[config.mk]
export PLATFORM = sky130hd
export DESIGN_NAME = handshake_rr_arbiter
export DESIGN_NICKNAME = d
export VERILOG_FILES = /design/src/rtl/handshake_rr_arbiter.sv
export SDC_FILE = /design/constraint.sdc
export NUM_CORES = 1
export LEC_CHECK = 0
export CAP_MARGIN = 15
export CELL_PAD_IN_SITES_DETAIL_PLACEMENT = 1
export CELL_PAD_IN_SITES_GLOBAL_PLACEMENT = 1
export CORE_AREA = 2 2 81 64
export CTS_CLUSTER_DIAMETER = 50
export DETAILED_ROUTE_END_ITERATION = 10
export DIE_AREA = 0 0 83 66
export GPL_TIMING_DRIVEN = 0
export PLACE_DENSITY = 0.76
export SLEW_MARGIN = 25
export SYNTH_ARGS = -nofsm -noshare
export SYNTH_HDL_FRONTEND = slang
export SYNTH_SLANG_ARGS = --single-unit
export TNS_END_PERCENT = 30
[constraint.sdc]
create_clock -name clk -period 5.8 [get_ports clk]
set_input_delay 1.74 -clock clk [delete_from_list [all_inputs] [get_ports clk]]
set_output_delay 1.74 -clock clk [all_outputs]
set_load 0.1 [all_outputs]
[src/rtl/handshake_rr_arbiter.sv]
// Round-robin merge of N valid/ready streams onto one registered channel,
// with an optional burst lock that keeps a grant for up to MAX_BURST beats.
module handshake_rr_arbiter #(
  parameter int N         = 4,
  parameter int DATA_W    = 8,
  parameter int ID_W      = $clog2(N),
  parameter int MAX_BURST = 2
) (
  input  logic                clk,
  input  logic                rst,
  input  logic [N-1:0]        valid_pre_i,
  input  logic [N*DATA_W-1:0] data_pre_i,
  output logic [N-1:0]        ready_pre_o,
  output logic                valid_post_o,
  output logic [DATA_W-1:0]   data_post_o,
  output logic [ID_W-1:0]     id_post_o,
  input  logic                ready_post_i
);

  localparam int CNT_W = $clog2(MAX_BURST + 1);
  localparam logic [CNT_W-1:0] BURST_MAX = CNT_W'(MAX_BURST);
  localparam logic [ID_W:0]    N_EXT     = (ID_W+1)'(N);

  logic [ID_W-1:0]   holder;
  logic [ID_W-1:0]   rr_ptr;
  logic [CNT_W-1:0]  burst_cnt;

  logic              load_en;
  logic              any_valid;
  logic              lock;
  logic              xfer;
  logic [N-1:0]      rot;
  logic [ID_W-1:0]   off;
  logic [ID_W:0]     rr_sum;
  logic [ID_W-1:0]   rr_pick;
  logic [ID_W-1:0]   winner;
  logic [ID_W:0]     win_inc;
  logic [ID_W-1:0]   next_ptr;
  logic [DATA_W-1:0] win_data;

  assign load_en   = !valid_post_o || ready_post_i;
  assign any_valid = |valid_pre_i;
  assign xfer      = load_en && any_valid && !rst;

  assign lock = (burst_cnt != '0)
             && valid_pre_i[holder]
             && (burst_cnt < BURST_MAX);

  // rot[i] is the valid of requester (rr_ptr + i) mod N
  always_comb begin
    rot = '0;
    for (int i = 0; i < N; i++) begin
      for (int j = 0; j < N; j++) begin
        if (ID_W'(j) == rr_ptr) begin
          rot[i] = valid_pre_i[(i + j) % N];
        end
      end
    end
  end

  always_comb begin
    off = '0;
    for (int i = N - 1; i >= 0; i--) begin
      if (rot[i]) begin
        off = ID_W'(i);
      end
    end
  end

  assign rr_sum  = {1'b0, rr_ptr} + {1'b0, off};
  assign rr_pick = (rr_sum >= N_EXT) ? ID_W'(rr_sum - N_EXT)
                                     : ID_W'(rr_sum);

  assign winner  = lock ? holder : rr_pick;

  assign win_inc  = {1'b0, winner} + (ID_W+1)'(1);
  assign next_ptr = (win_inc == N_EXT) ? '0 : ID_W'(win_inc);

  always_comb begin
    win_data = '0;
    for (int i = 0; i < N; i++) begin
      if (ID_W'(i) == winner) begin
        win_data = data_pre_i[i*DATA_W +: DATA_W];
      end
    end
  end

  always_comb begin
    ready_pre_o = '0;
    if (xfer) begin
      ready_pre_o[winner] = 1'b1;
    end
  end

  always_ff @(posedge clk or posedge rst) begin
    if (rst) begin
      valid_post_o <= 1'b0;
      data_post_o  <= '0;
      id_post_o    <= '0;
      holder       <= '0;
      burst_cnt    <= '0;
      rr_ptr       <= '0;
    end else if (load_en) begin
      if (any_valid) begin
        valid_post_o <= 1'b1;
        data_post_o  <= win_data;
        id_post_o    <= winner;
        rr_ptr       <= next_ptr;
        if (lock) begin
          burst_cnt <= burst_cnt + CNT_W'(1);
        end else begin
          holder    <= winner;
          burst_cnt <= CNT_W'(1);
        end
      end else begin
        // an idle load slot also ends any burst in progress
        valid_post_o <= 1'b0;
        burst_cnt    <= '0;
      end
    end
  end

endmodule

==> impl_metrics.tcl, run 1 <==
set metrics [dict create \
    critPathRequiredTime_ps 4060 \
    maxCapViolations 0 \
    fp.dieW_um 83 \
    core_area_um2 4710 \
    drtIter0Drc 38 \
    wl_per_cell_um 15.4 \
    via_per_inst 4.90 \
    synth_ff_type "dfrtp_1" \
    clock_latency_ps 260 \
    cts_num_sinks 17 \
    syn-num-nets 186 \
    antenna_left 0 \
    post-synth-top-count-cell "nor2_1" \
    clockBufferDepth 2 \
    antenna_found_initial 0 \
    worstSetupPathType "primary input to output port" \
    dieArea_um2 5480 \
    critPathCaptureType "output port" \
    place_ws_ps -1810 \
    dieHeight_um 66 \
    cp_num_buf_inv 4 \
    synth_cells 141 \
    num_rows 22 \
    worst-path-max-fanout 4 \
    yosysUniqueCellTypes 34 \
    synth-edff-count 0 \
    overflow 0 \
    worst_pin_slew_ps 995 \
    clock-root-buffer "clkbuf_8" \
    holdPathStages 1 \
    finalWeightedCongestion 0.764 \
    async_reset_ff_share_pct 100 \
    syn_area_um2 1220 \
    cp_cell_sequence "clkbuf_2 > buf_6 > or4_4 > o2111ai_2 > ha_2 > xor2_2 > xnor2_2 > o21a_2 > buf_4 > ha_4 > and3_4 > buf_8" \
    synth-seq-cells 17 \
    grt_max_degree 22 \
    drt_wl_total_um 4080 \
    clock_skew_ps 1.28 \
    crit_arrival_ps 3920 \
    fmax_ghz 0.177 \
    regToRegSetupSlack_ps 2440 \
    dp_hpwl_um 2920 \
    yosys.area.top_type "dfrtp_1" \
    drtPass1Iterations 4 \
    r2r-start "rr_ptr[0]" \
    clkTransAtPathRegs_ps 70 \
    whs_endpoint "data_post_o[2]" \
    grt_pass1_wl_um 6960 \
    worst_r2r_path_depth 13 \
    final_util_pct 44.0 \
    cts_tree "done" \
    ys.warnings.count 0 \
    io_buffers 51 \
    grt_pass1_vias 1384 \
    synth_area_per_cell_um2 8.68 \
    rsz0062_at_grt "no" \
    drc 0 \
    period_minus_slack_ps 5660 \
    synthTopCellsByArea "dfrtp_1 35%, a21oi_1 7.0%, ha_1 6.1%" \
    period_share_pct 97.6 \
    cpPeakStageDelay_ps 470 \
    hold_viol_final 0 \
    critPathSlowestCell "or4_4" \
    drv_slew 0 \
    outcome "finished, final reports clean" \
    antennaDiodeCount 0 \
    timing.rr.end "data_post_o[5]" \
    cts-htree-levels 1 \
    cp_top_family "simple AND/OR/NAND/NOR gates" \
    cts_buffers 3 \
    grtUsageTotal_pct 15.9 \
    ys_seq_area_share_pct 34.8 \
    vias 1298 \
    cts_hold_buf 0 \
    synth_top_area_share_pct 34.8 \
    drive_above_1_share_pct 22.9 \
    crit_path_start_kind "primary input" \
    start_util_pct 26.0 \
    setup_viol 0 \
    fin_nets 251 \
    setup_slack_ps 137 \
    hp-class "flop to flop" \
    synth_commonest_cells "18 x nor2_1, 17 x a21oi_1, 17 x dfrtp_1" \
    min-delay-start "data_post_o[2]" \
    io_pins 54 \
    relSlewSlack_pct 33.5 \
    area_growth_pct 69.4 \
]
[metal layers]
layer / GRT usage, % / wire length, um / up-vias
met1: 21.9 / 2000 / 626
met4: 2.46 / 19 / 0
met5: 0 / 0 / -
li1: - / - / 640
met3: 3.62 / 167 / 2
met2: 26.2 / 1890 / 30
[worst register-to-register path, delay by kind of cell, from the launching register on]
| kind | cells | cell delay, ps |
|---|---|---|
| AND/OR/NAND/NOR | 3 | 1310 |
| XOR/XNOR | 2 | 290 |
| flip-flops | 1 | 400 |
| adder cells (fa/ha/maj) | 2 | 430 |
| AO/OA/AOI/OAI | 5 | 640 |
| buffers and inverters | 1 | 230 |
[cells by family (layout without fill, tap and decap cells)]
| kind of cell | Yosys count | in the layout | synth area share [%] |
|---|---|---|---|
| buf+inv | 16 | 80 | 6.24 |
| fa+ha+maj | 6 | 6 | 6.13 |
| flops | 17 | 17 | 34.8 |
| xor+xnor | 2 | 2 | 1.43 |
| compound gates | 39 | 39 | 21.4 |
| mux | 6 | 6 | 6.24 |
| simple gates | 55 | 55 | 23.8 |
[final cells by class]
type / count / area [um^2]
Tap cell: 60 / 75.1
Buffer: 8 / 83.8
Timing Repair Buffer: 62 / 606
Fill cell: 530 / 2630
Sequential cell: 17 / 425
Inverter: 6 / 22.5
Clock inverter: 1 / 5.00
Clock buffer: 3 / 41.3
Multi-Input combinational cell: 108 / 815
[state kept, by name (all words and copies together), names as in the netlist]
name,cells
id_post_o,2
rr_ptr,2
burst_cnt,2
data_post_o,8
holder,2
valid_post_o,1
[worst max-delay path by stage]
stage              startpoint        endpoint  slack (ps)  cells after the start
3_5_place_dp   valid_pre_i[3]  ready_pre_o[2]       -1810                     13
6_report       valid_pre_i[0]  ready_pre_o[3]         140                     12
4_1_cts        valid_pre_i[0]  ready_pre_o[1]           3                     12
5_1_grt        valid_pre_i[0]  ready_pre_o[1]          30                     12
3_3_place_gp   valid_pre_i[3]  ready_pre_o[2]       -1790                     13
2_1_floorplan  valid_pre_i[2]  ready_pre_o[1]         -50                     10
[stage by stage]
| step | cells | hold WS, ps | TNS [ps] | instance area [um^2] |
|---|---|---|---|---|
| 6_report | 265 | 495 | 0 | 2070 |
| 5_1_grt | 265 | 543 | 0 | 2070 |
| 4_1_cts | 262 | 504 | 0 | 2060 |
| 3_5_place_dp | 252 | 488 | -6610 | 1820 |
| 3_3_place_gp | 252 | 484 | -6320 | 1820 |
| 2_1_floorplan | 141 | 472 | -131 | 1240 |
[timing repair]
| item | in CTS | in global routing |
|---|---|---|
| setup buffers | 8 | 3 |
| pin swaps | 6 | 4 |
| gates resized for setup | 62 | 3 |
| setup endpoints to repair | 4 | 4 |
[cells in the final DEF (no fill, tap or decap), types with 2 or more instances in the layout]
| master | n |
|---|---|
| a221oi_1 | 7 |
| ha_2 | 2 |
| clkdlybuf4s50_1 | 45 |
| nor3_1 | 8 |
| nor2b_1 | 9 |
| dfrtp_1 | 17 |
| nand2b_1 | 3 |
| buf_6 | 3 |
| buf_4 | 12 |
| and3_4 | 3 |
| mux2_2 | 3 |
| inv_1 | 6 |
| o32ai_1 | 2 |
| o21a_1 | 2 |
| ha_1 | 2 |
| o211ai_1 | 2 |
| a21oi_1 | 17 |
| buf_12 | 2 |
| nor2_1 | 18 |
| and3_1 | 2 |
| clkbuf_8 | 4 |
| clkbuf_1 | 3 |
| nand2_1 | 5 |
| clkbuf_2 | 2 |
| ha_4 | 2 |
Power of run 1 is not shown: default switching activity piles up to over one toggle a cycle in this logic, so the estimate is an artifact.
==> run 2: changes to the inputs <==
PLACE_DENSITY = not set   (was 0.76)
PLACE_DENSITY_LB_ADDON = 0.2   (was not set)
==> impl_metrics.tcl, run 2 (synthesis gave the netlist of run 1 again) <==
set metrics [dict create \
    holdPathStages 1 \
    finalWeightedCongestion 0.761 \
    hold_ws_ps 520 \
    clock-root-buffer "clkbuf_8" \
    regMostFlops "data_post_o" \
    grtUsageTotal_pct 16.9 \
    critPathCaptureType "output port" \
    drt_wl_total_um 4310 \
    via_per_inst 4.94 \
    grt_pass1_wl_um 7250 \
    grt_max_degree 22 \
    regToRegSetupSlack_ps 2310 \
    rsz0062_at_grt "no" \
    fin_nets 249 \
    timing.rr.end "data_post_o[0]" \
    setup_slack_ps 173 \
    overflow 0 \
    grt_pass1_vias 1470 \
    hold_viol_final 0 \
    io_buffers 51 \
    postPlaceCellArea_um2 1820 \
    dieArea_um2 5480 \
    core_area_um2 4710 \
    worst_pin_slew_ps 985 \
    area_growth_pct 68.5 \
    whs_endpoint "id_post_o[0]" \
    period_share_pct 97.0 \
    critPathRequiredTime_ps 4060 \
    worst_r2r_path_depth 13 \
    r2r-start "rr_ptr[0]" \
    worstSetupStartpoint "valid_pre_i[0]" \
    drv_slew 0 \
    drtIter0Drc 44 \
    drtPass1Iterations 3 \
    final_common_cell "clkdlybuf4s50_1" \
    crit_path_start_kind "primary input" \
    wl_per_cell_um 16.4 \
    setup_viol 0 \
    cts-htree-levels 1 \
    place_ws_ps -1810 \
    clock_latency_ps 260 \
    crit_arrival_ps 3890 \
    io_pins 54 \
    dp_hpwl_um 3150 \
    fmax_ghz 0.178 \
    vias 1300 \
    period_minus_slack_ps 5630 \
    antennaDiodeCount 0 \
    cts_buffers 3 \
    relSlewSlack_pct 34.1 \
    cts_hold_buf 0 \
    clockBufferDepth 2 \
    maxCapViolations 0 \
    outcome "finished, final reports clean" \
    worst-path-max-fanout 5 \
    hp-class "flop to flop" \
    most-common-layout-cells "45 x clkdlybuf4s50_1, 18 x nor2_1, 17 x a21oi_1, 17 x dfrtp_1" \
    worstSetupPathType "primary input to output port" \
    finalSetupTns_ps 0 \
    drc 0 \
    largest_reg_flops 8 \
    antenna_left 0 \
    num_rows 22 \
    dieHeight_um 66 \
    clock_skew_ps 1.71 \
    fp.dieW_um 83 \
    drive_above_1_share_pct 21.7 \
    clkTransAtPathRegs_ps 70 \
    postLayoutCellArea_um2 2060 \
    antenna_found_initial 0 \
    cts_num_sinks 17 \
    cts_tree "done" \
    min-delay-start "id_post_o[0]" \
    start_util_pct 26.0 \
]
-- run 2: cell types whose count changed in the layout (fill, tap and decap cells not counted) --
cell / change
clkbuf_1: +1
buf_8: -1
buf_2: +2
buf_6: +1
clkinv_2: -1
clkbuf_2: -2
and3_4: -1
and3_2: +1
buf_12: +1
buf_4: -3
-- run 2: timing repair --
item	4_1_cts	5_1_grt
buffers inserted	9	1
setup endpoints to repair	4	4
hold endpoints to repair	0	0
gates resized for setup	59	7
pin swaps	4	3
-- run 2: metal layers --
layer / up-vias / track usage (%) / wire length [um]
li1: 636 / - / -
met1: 638 / 21.4 / 2010
met2: 22 / 30.5 / 2150
met3: 4 / 3.25 / 121
met4: 0 / 2.46 / 21
met5: - / 0 / 0
-- run 2: critical path, stage by stage --
cell and delay (ps):
buf_2 140, or4_4 480, o2111ai_2 100, ha_2 220, xor2_2 170, xnor2_2 150, o21a_2 220, ha_4 170
clkbuf_16 130, and3_4 190, buf_12 170
-- run 2: how the worst max path moves through the flow --
| stage | to | slack, ps | cells past startpoint |
|---|---|---|---|
| after floorplan | ready_pre_o[1] | -50 | 10 |
| after global placement | ready_pre_o[3] | -1720 | 13 |
| after detailed placement | ready_pre_o[3] | -1810 | 14 |
| after CTS | ready_pre_o[3] | 5 | 12 |
| after global routing | ready_pre_o[3] | 90 | 13 |
| final | ready_pre_o[3] | 170 | 11 |
-- run 2: layout make-up --
type	instances	area, um^2
repair buffers	61	611
clock buffers	4	45.0
fillers	530	2650
flip-flops and latches	17	425
plain buffers	7	72.6
multi-input cells	108	811
inverters	6	22.5
well taps	60	75.1
-- run 2: stage by stage --
| step | utilization, % | cells |
|---|---|---|
| 2_1_floorplan | - | 141 |
| 3_3_place_gp | 38.7 | 252 |
| 3_5_place_dp | 38.7 | 252 |
| 4_1_cts | 44.0 | 263 |
| 5_1_grt | 43.8 | 263 |
| 6_report | 43.8 | 263 |
Power of run 2 is left out for the same reason.
==> run 3: changes to the inputs <==
CORE_AREA = 3 3 82 65   (was 2 2 81 64)
DIE_AREA = 0 0 85 68   (was 0 0 83 66)
==> impl_metrics.tcl, run 3 (synthesis gave the netlist of run 1 again) <==
set metrics [dict create \
    rsz0062_at_grt "no" \
    dp_hpwl_um 3380 \
    outcome "finished, final reports clean" \
    maxCapViolations 0 \
    worst_r2r_path_depth 13 \
    antennaDiodeCount 0 \
    fp.dieW_um 85 \
    most-common-layout-cells "45 x clkdlybuf4s50_1, 18 x nor2_1, 17 x a21oi_1, 17 x dfrtp_1" \
    period_minus_slack_ps 5660 \
    worst_pin_slew_ps 988 \
    core_area_um2 4490 \
    vias 1298 \
    clock_latency_ps 260 \
    dieHeight_um 68 \
    drtIter0Drc 39 \
    hold_viol_final 0 \
    grt_pass1_vias 1468 \
    num_rows 21 \
    r2r-start "rr_ptr[0]" \
    setup_viol 0 \
    antenna_found_initial 0 \
    drive_above_1_share_pct 20.4 \
    holdPathStages 1 \
    drc 0 \
    io_pins 54 \
    postPlaceCellArea_um2 1820 \
    regMostFlops "data_post_o" \
    clockBufferDepth 2 \
    grt_max_degree 22 \
    start_util_pct 27.2 \
    hold_ws_ps 491 \
    regToRegSetupSlack_ps 2300 \
    timing.rr.end "data_post_o[1]" \
    finalWeightedCongestion 0.733 \
    drv_slew 0 \
    final_common_cell "clkdlybuf4s50_1" \
    antenna_left 0 \
    dieArea_um2 5780 \
    overflow 0 \
    postLayoutCellArea_um2 2010 \
    critPathRequiredTime_ps 4060 \
    grtUsageTotal_pct 16.8 \
    io_buffers 51 \
    grt_pass1_wl_um 7470 \
    final_util_pct 44.8 \
    relSlewSlack_pct 33.9 \
    via_per_inst 5.03 \
    worstSetupPathType "primary input to output port" \
    cts-htree-levels 1 \
    crit_path_start_kind "primary input" \
    clock-root-buffer "clkbuf_8" \
    drtPass1Iterations 4 \
    fmax_ghz 0.177 \
    cts_hold_buf 0 \
    worst-path-max-fanout 6 \
    clock_skew_ps 6.54 \
    wl_per_cell_um 18.1 \
    cts_num_sinks 17 \
    period_share_pct 97.7 \
    cts_buffers 3 \
    hp-class "flop to flop" \
    crit_arrival_ps 3920 \
    min-delay-start "data_post_o[2]" \
    cts_tree "done" \
    area_growth_pct 64.4 \
    fin_nets 247 \
    clkTransAtPathRegs_ps 70 \
    critPathCaptureType "output port" \
    drt_wl_total_um 4660 \
    largest_reg_flops 8 \
    whs_endpoint "data_post_o[2]" \
]
[run 3: cell types whose count changed in the layout (fill, tap and decap cells not counted)]
cell	delta
clkbuf_16	-1
nor3_2	-1
nor3_1	+1
buf_4	-1
clkbuf_2	+1
buf_12	-1
buf_6	+1
buf_2	-1
[run 3: how the worst max path moves through the flow]
| stage | start | end | slack, ps | depth (start not counted) |
|---|---|---|---|---|
| global placement | valid_pre_i[0] | ready_pre_o[3] | -1710 | 13 |
| global route | valid_pre_i[0] | ready_pre_o[3] | 40 | 12 |
| CTS | valid_pre_i[0] | ready_pre_o[3] | 30 | 12 |
| floorplan | valid_pre_i[2] | ready_pre_o[1] | -50 | 10 |
| detailed placement | valid_pre_i[3] | ready_pre_o[3] | -1870 | 14 |
| finish | valid_pre_i[0] | ready_pre_o[3] | 140 | 12 |
[run 3: per-layer routing]
layer  global-route usage [%]  vias to the layer above  share of wire [%]
met4                     4.35                        0                1.2
li1                         -                      635                  -
met5                        0                        -                  0
met1                     19.5                      624                 44
met3                     4.81                        6                4.8
met2                     30.7                       33                 50
[run 3: per-stage QoR]
stage                     instances  TNS, ps  worst slack (ps)
after floorplan                 141     -131             -51.7
after global placement          249    -5990             -1710
after detailed placement        249    -6690             -1870
after CTS                       257        0              29.9
after global routing            258        0              39.6
final                           258        0               136
[run 3: critical path: stages]
cell and delay, ps:
clkbuf_2 100, buf_6 130, or4_4 470, o2111ai_2 90, ha_2 220, xor2_2 170, xnor2_2 110, o21a_2 240
buf_4 140, ha_4 150, and3_4 180, buf_12 160
[run 3: final cells by class]
| class | instances | area (um^2) |
|---|---|---|
| inverters | 6 | 22.5 |
| plain buffers | 7 | 58.8 |
| repair buffers | 59 | 583 |
| flip-flops and latches | 17 | 425 |
| clock buffers | 4 | 45.0 |
| multi-input cells | 108 | 806 |
| well taps | 57 | 71.3 |
| fillers | 511 | 2480 |
[run 3: timing repair]
item                                    4_1_cts  5_1_grt
pin swaps                                     4        2
setup buffers                                 7        1
endpoints found under the setup margin        4        4
gates resized for setup                      56        4
Power of run 3 is left out for the same reason.
